### config.mk
export PLATFORM = sky130hd
export DESIGN_NAME = mac_rx
export DESIGN_NICKNAME = d
export VERILOG_FILES = /design/src/rtl/mac_rx.sv
export SDC_FILE = /design/constraint.sdc
export NUM_CORES = 1
export LEC_CHECK = 0
export ABC_AREA = 1
export BUFFER_PORTS_ARGS = -buffer_cell sky130_fd_sc_hd__buf_2
export CORE_UTILIZATION = 30
export CTS_CLUSTER_DIAMETER = 60
export CTS_CLUSTER_SIZE = 14
export DETAILED_ROUTE_END_ITERATION = 10
export PLACE_DENSITY = 0.49
export SETUP_SLACK_MARGIN = 0.5
export SYNTH_ARGS = -nofsm -noshare
export SYNTH_HDL_FRONTEND = slang
export SYNTH_SLANG_ARGS = --single-unit
### constraint.sdc
create_clock -name clk -period 1.91 [get_ports clk]
set_clock_uncertainty 0.05 [all_clocks]
set_input_delay 0.191 -clock clk [delete_from_list [all_inputs] [get_ports clk]]
set_output_delay 0.191 -clock clk [all_outputs]
set_load 0.05 [all_outputs]
### src/rtl/mac_rx.sv
// Tag-side MAC receiver: decodes registration headers in the beacon phase and
// data bursts in the scheme phase from a symbol-strobed serial line.
module mac_rx #(
    parameter logic [15:0] MAX_COUNT = 16'hFFFF
) (
    input  logic        clk,
    input  logic        rst_n,
    input  logic        sym_en,
    input  logic        sending,
    input  logic        head,
    input  logic        datacmd,
    input  logic [1:0]  ctg,
    output logic        reg_valid,
    output logic [2:0]  reg_id,
    output logic [15:0] reg_size,
    output logic        data_valid,
    output logic [2:0]  data_id,
    output logic [15:0] data_count,
    output logic        err,
    output logic        busy
);

    typedef enum logic [2:0] {IDLE, REG_ID, REG_SIZE, DAT_ID, DATA} state_t;

    state_t      state_q, state_d;
    logic [3:0]  bit_cnt_q, bit_cnt_d;
    logic [2:0]  id_sh_q, id_sh_d;
    logic [15:0] size_sh_q, size_sh_d;
    logic [15:0] burst_q, burst_d;
    logic        reg_valid_q, reg_valid_d;
    logic [2:0]  reg_id_q, reg_id_d;
    logic [15:0] reg_size_q, reg_size_d;
    logic        data_valid_q, data_valid_d;
    logic [2:0]  data_id_q, data_id_d;
    logic [15:0] data_count_q, data_count_d;
    logic        err_q, err_d;

    always_comb begin
        state_d      = state_q;
        bit_cnt_d    = bit_cnt_q;
        id_sh_d      = id_sh_q;
        size_sh_d    = size_sh_q;
        burst_d      = burst_q;
        reg_id_d     = reg_id_q;
        reg_size_d   = reg_size_q;
        data_id_d    = data_id_q;
        data_count_d = data_count_q;
        reg_valid_d  = 1'b0;
        data_valid_d = 1'b0;
        err_d        = 1'b0;
        if (sym_en) begin
            case (state_q)
                IDLE: begin
                    if (sending) begin
                        if (!datacmd && !head && ctg == 2'b01) begin
                            state_d   = REG_ID;
                            bit_cnt_d = 4'd0;
                            id_sh_d   = 3'd0;
                        end else if (!datacmd && head && ctg == 2'b10) begin
                            state_d   = DAT_ID;
                            bit_cnt_d = 4'd0;
                            id_sh_d   = 3'd0;
                        end else begin
                            err_d = 1'b1;
                        end
                    end
                end
                REG_ID, DAT_ID: begin
                    if (!sending || datacmd) begin
                        err_d   = 1'b1;
                        state_d = IDLE;
                    end else begin
                        id_sh_d = {id_sh_q[1:0], head};
                        if (bit_cnt_q == 4'd2) begin
                            bit_cnt_d = 4'd0;
                            burst_d   = 16'd0;
                            state_d   = (state_q == REG_ID) ? REG_SIZE : DATA;
                        end else begin
                            bit_cnt_d = bit_cnt_q + 4'd1;
                        end
                    end
                end
                REG_SIZE: begin
                    if (!sending || datacmd) begin
                        err_d   = 1'b1;
                        state_d = IDLE;
                    end else begin
                        size_sh_d = {size_sh_q[14:0], head};
                        bit_cnt_d = bit_cnt_q + 4'd1;
                        if (bit_cnt_q == 4'd15) begin
                            reg_id_d    = id_sh_q;
                            reg_size_d  = {size_sh_q[14:0], head};
                            reg_valid_d = 1'b1;
                            state_d     = IDLE;
                        end
                    end
                end
                DATA: begin
                    if (!sending) begin
                        data_id_d    = id_sh_q;
                        data_count_d = burst_q;
                        data_valid_d = 1'b1;
                        state_d      = IDLE;
                    end else if (datacmd) begin
                        if (burst_q != MAX_COUNT) burst_d = burst_q + 16'd1;
                    end else begin
                        err_d   = 1'b1;
                        state_d = IDLE;
                    end
                end
                default: state_d = IDLE;
            endcase
        end
    end

    always_ff @(posedge clk or negedge rst_n) begin
        if (!rst_n) begin
            state_q      <= IDLE;
            bit_cnt_q    <= 4'd0;
            id_sh_q      <= 3'd0;
            size_sh_q    <= 16'd0;
            burst_q      <= 16'd0;
            reg_valid_q  <= 1'b0;
            reg_id_q     <= 3'd0;
            reg_size_q   <= 16'd0;
            data_valid_q <= 1'b0;
            data_id_q    <= 3'd0;
            data_count_q <= 16'd0;
            err_q        <= 1'b0;
        end else begin
            state_q      <= state_d;
            bit_cnt_q    <= bit_cnt_d;
            id_sh_q      <= id_sh_d;
            size_sh_q    <= size_sh_d;
            burst_q      <= burst_d;
            reg_valid_q  <= reg_valid_d;
            reg_id_q     <= reg_id_d;
            reg_size_q   <= reg_size_d;
            data_valid_q <= data_valid_d;
            data_id_q    <= data_id_d;
            data_count_q <= data_count_d;
            err_q        <= err_d;
        end
    end

    assign reg_valid  = reg_valid_q;
    assign reg_id     = reg_id_q;
    assign reg_size   = reg_size_q;
    assign data_valid = data_valid_q;
    assign data_id    = data_id_q;
    assign data_count = data_count_q;
    assign err        = err_q;
    assign busy       = (state_q != IDLE);

endmodule

==> impl_metrics.env <==
export IMPL_clockRootBuffer="clkbuf_16"
export IMPL_arrival_ns=1.77
export IMPL_clock_latency_ns=0.33
export IMPL_drt_first_pass_iters=4
export IMPL_final_hold_viol_count=0
export IMPL_setup_viol=0
export IMPL_timing_critical_path_fanout_max=8
export IMPL_ys_seq_area_frac=0.5313
export IMPL_synth_warnings=0
export IMPL_cpMostUsedCell="nand2_2"
export IMPL_synth_nets=495
export IMPL_timing_final_crit_share=0.8347
export IMPL_full_die_area_sq_um=13330
export IMPL_tritoncts_clock_tree="built"
export IMPL_syn_area_sq_um=3862
export IMPL_wl_mm=9.907
export IMPL_critical_path_cell_list="nor2_4 > nand3b_1 > nand2_2 > inv_2 > nand2_4 > a21oi_4 > buf_6 > buf_16 > nand2_2 > nand2_1"
export IMPL_first_global_vias=3217
export IMPL_intPower_mw=3.740
export IMPL_synth_top_cells_by_area="dfrtp_1, nand2_1, inv_1"
export IMPL_synthesis_area_per_instance_sq_um=7.980
export IMPL_max_slew_margin_rel=0.7768
export IMPL_grt_usage=0.1532
export IMPL_ys_ff_latch=82
export IMPL_comb_power_share=0.284
export IMPL_area_growth_syn_to_layout_pct=41.43
export IMPL_yosysTopAreaCell="dfrtp_1"
export IMPL_antenna_cells_inserted=0
export IMPL_final_min_clock_period_ns=1.594
export IMPL_clockBufferDepth=2
export IMPL_synth_cells_most_frequent="nand2_1, dfrtp_1, inv_1"
export IMPL_cellPowerDensity_nw_per_um2=1025
export IMPL_route_detailed_drc=0
export IMPL_post_route_cell_area_sq_um=5463
export IMPL_grt_start_max_net_pins=42
export IMPL_required_worst_endpoint_ns=2.09
export IMPL_timing_worst_slew_pin_value_ns=0.3349
export IMPL_detail_route_vias_per_cell=4.480
export IMPL_worstSetupEndpointType="flop"
export IMPL_power_frac_seq=0.384
export IMPL_drive_gt1_frac=0.3517
export IMPL_p_leak_nw=2.760
export IMPL_layout_nets=586
export IMPL_fp_row_count=41
export IMPL_wire_length_of_the_first_global_routing_pass_mm=15.66
export IMPL_final_max_slew_viol_count=0
export IMPL_die_h_um=115.5
export IMPL_setup_reg_to_reg_worst_slack_ns=0.32
export IMPL_critical_path_class="flop to flop"
export IMPL_crit_path_start_kind="flop"
export IMPL_floorplan_die_width_um=115.5
export IMPL_net_switching_power_mw=1.862
export IMPL_power_share_clock=0.332
export IMPL_synthDominantCellAreaShare=0.5313
export IMPL_synth_enable_flop_cells=0
export IMPL_initial_antenna_violation_count=0
export IMPL_rsz_0062_raised_after_global_routing="yes"
export IMPL_synthCells=484
export IMPL_h_tree_depth=3
export IMPL_worst_setup_hold_path_clk_slew_ns=0.06
export IMPL_dpl_instance_area_sq_um=4405
export IMPL_setup_total_negative_slack_ns=0
export IMPL_placeableCoreArea_sq_um=12570
export IMPL_grt_overflow_total=0
export IMPL_critical_path_top_delay_family="simple AND/OR/NAND/NOR gates"
export IMPL_cell_with_the_most_instances_after_synthesis="nand2_1"
export IMPL_maxClockFrequency_ghz=0.6273
export IMPL_floorplan_initialDensity=0.3073
export IMPL_synth_async_reset_ratio=1.000
export IMPL_status="completed"
export IMPL_postSynth_topFlopCell="dfrtp_1"
export IMPL_gpl_final_weighted_congestion=0.8330
export IMPL_port_buffers=49
export IMPL_tritoncts_num_buffers=9
export IMPL_dpl_hpwl_mm=6.238
export IMPL_max_cap_violations=0
export IMPL_timing_hold_worst_class="input port to flop"
export IMPL_cp_slowest_stage_delay_ns=0.45
export IMPL_cts_sink_count=82
export IMPL_yosys_cell_types_count=28
export IMPL_count_of_vias_placed_by_the_detailed_router=3369
export IMPL_power_share_switching=0.3324
export IMPL_buf_inv_on_cp=3
export IMPL_critPathSlowestCell="dfrtp_2"
export IMPL_routed_wire_length_per_instance_um=13.17
export IMPL_postRouteAntennaNets=0
export IMPL_violation_count_after_the_first_detailed_routing_iteration=179
export IMPL_pin_count=50
export IMPL_vdd_ir_drop_max_mv=0.4096
## registers in the layout (all words and copies together), names as in the netlist
name / cells
bit_cnt_q: 4
burst_q: 16
data_count: 16
data_id: 3
data_valid: 1
err: 1
id_sh_q: 3
reg_id: 3
reg_size: 16
reg_valid: 1
size_sh_q: 15
state_q: 3
## metrics by stage
stage	hold WS, ns	utilization	setup slack (ns)	power [mW]	instances
2_1_floorplan	-0.1546	-	0.3453	2.972	484
3_3_place_gp	0.03532	0.3505	0.2907	3.249	702
3_5_place_dp	0.04043	0.3505	0.2853	3.263	702
4_1_cts	0.1096	0.4116	0.3366	5.526	745
5_1_grt	0.1135	0.4346	0.2536	5.908	752
6_report	0.1168	0.4346	0.3158	5.602	752
## worst reg2reg max path, cell delays in order (launching register included)
cell and delay (ns):
dfrtp_2 0.45, nor2_4 0.18, nand3b_1 0.18, nand2_2 0.11
inv_2 0.05, nand2_4 0.07, a21oi_4 0.04, buf_6 0.13
buf_16 0.14, nand2_2 0.05, nand2_1 0.04
## kinds of logic (layout without fill, tap and decap cells)
family          Yosys count  in the layout  share of synthesized area
xor+xnor                  6              6                    0.01361
buf+inv                  69            165                    0.07353
simple gates            261            261                     0.2831
fa+ha+maj                 3              3                   0.009719
flops                    82             82                     0.5313
compound gates           63             63                    0.08876
## cell usage in the layout, fill, tap and decap left out, types with 2 or more instances in the layout
cell / synthesis / routed
o21ai_0: 29 / 23
inv_2: 7 / 10
nor2_4: 2 / 8
a21oi_1: 5 / 4
nand2_2: 4 / 27
o21ai_2: 0 / 11
xor2_1: 5 / 5
buf_4: 0 / 27
buf_16: 0 / 2
nand2_1: 183 / 149
nand2_4: 3 / 13
ha_4: 0 / 3
buf_2: 5 / 47
nand4_1: 4 / 4
inv_4: 0 / 3
bufinv_16: 0 / 2
nand3_4: 0 / 3
inv_1: 49 / 42
buf_6: 1 / 6
clkbuf_16: 0 / 9
o21ai_1: 25 / 20
nand3_2: 0 / 4
o31ai_1: 2 / 2
nor2_1: 34 / 28
nor2_2: 4 / 4
nand3_1: 21 / 14
buf_12: 0 / 7
dfrtp_2: 0 / 4
clkinvlp_4: 0 / 3
dfrtp_1: 82 / 78
nand3b_1: 2 / 2
## power by group through the flow
stage          Combinational, mW  Clock (mW)  Sequential, mW
2_1_floorplan              0.775           0            2.20
4_1_cts                     1.48        1.90            2.14
3_5_place_dp                1.08           0            2.18
3_3_place_gp                1.07           0            2.18
6_report                    1.59        1.86            2.15
5_1_grt                     1.75        1.98            2.18
## path summary, 6_finish.rpt
path / cells past startpoint / from / to
min in group asynchronous: 2 / rst_n / reg_size[4]
max in group asynchronous: 3 / rst_n / id_sh_q[2]
hold / removal: 3 / head / reg_size[0]
setup reg to reg: 10 / state_q[0] / burst_q[7]
hold reg to reg: 2 / size_sh_q[1] / size_sh_q[2]
setup / recovery: 10 / state_q[0] / burst_q[7]
## timing repair
item                                   4_1_cts  5_1_grt
resized for setup                           53       66
pin swaps                                   19       30
setup endpoints to repair                   82       81
buffers inserted                            23        5
endpoints found under the hold margin       31        0
hold buffers                                 1        0
cloned                                       3        2
## layout make-up
type / count / area [sq um]
clock buffers: 10 / 229.0
clock inverters: 6 / 91.34
fillers: 1262 / 7106
inverters: 56 / 230.2
multi-input cells: 333 / 1872
flip-flops and latches: 82 / 2057
well taps: 172 / 215.2
repair buffers: 91 / 743.2
repair inverters: 2 / 25.02
## routing by layer
layer | global-route usage | vias to the layer above | part of all wire
met2 | 0.2475 | 68 | 0.48
met4 | 0.04762 | 0 | 0.014
li1 | - | 1692 | -
met5 | 0 | - | 0
met1 | 0.2022 | 1601 | 0.47
met3 | 0.03818 | 8 | 0.038
Note: power is estimated with default switching activity, not from simulation.
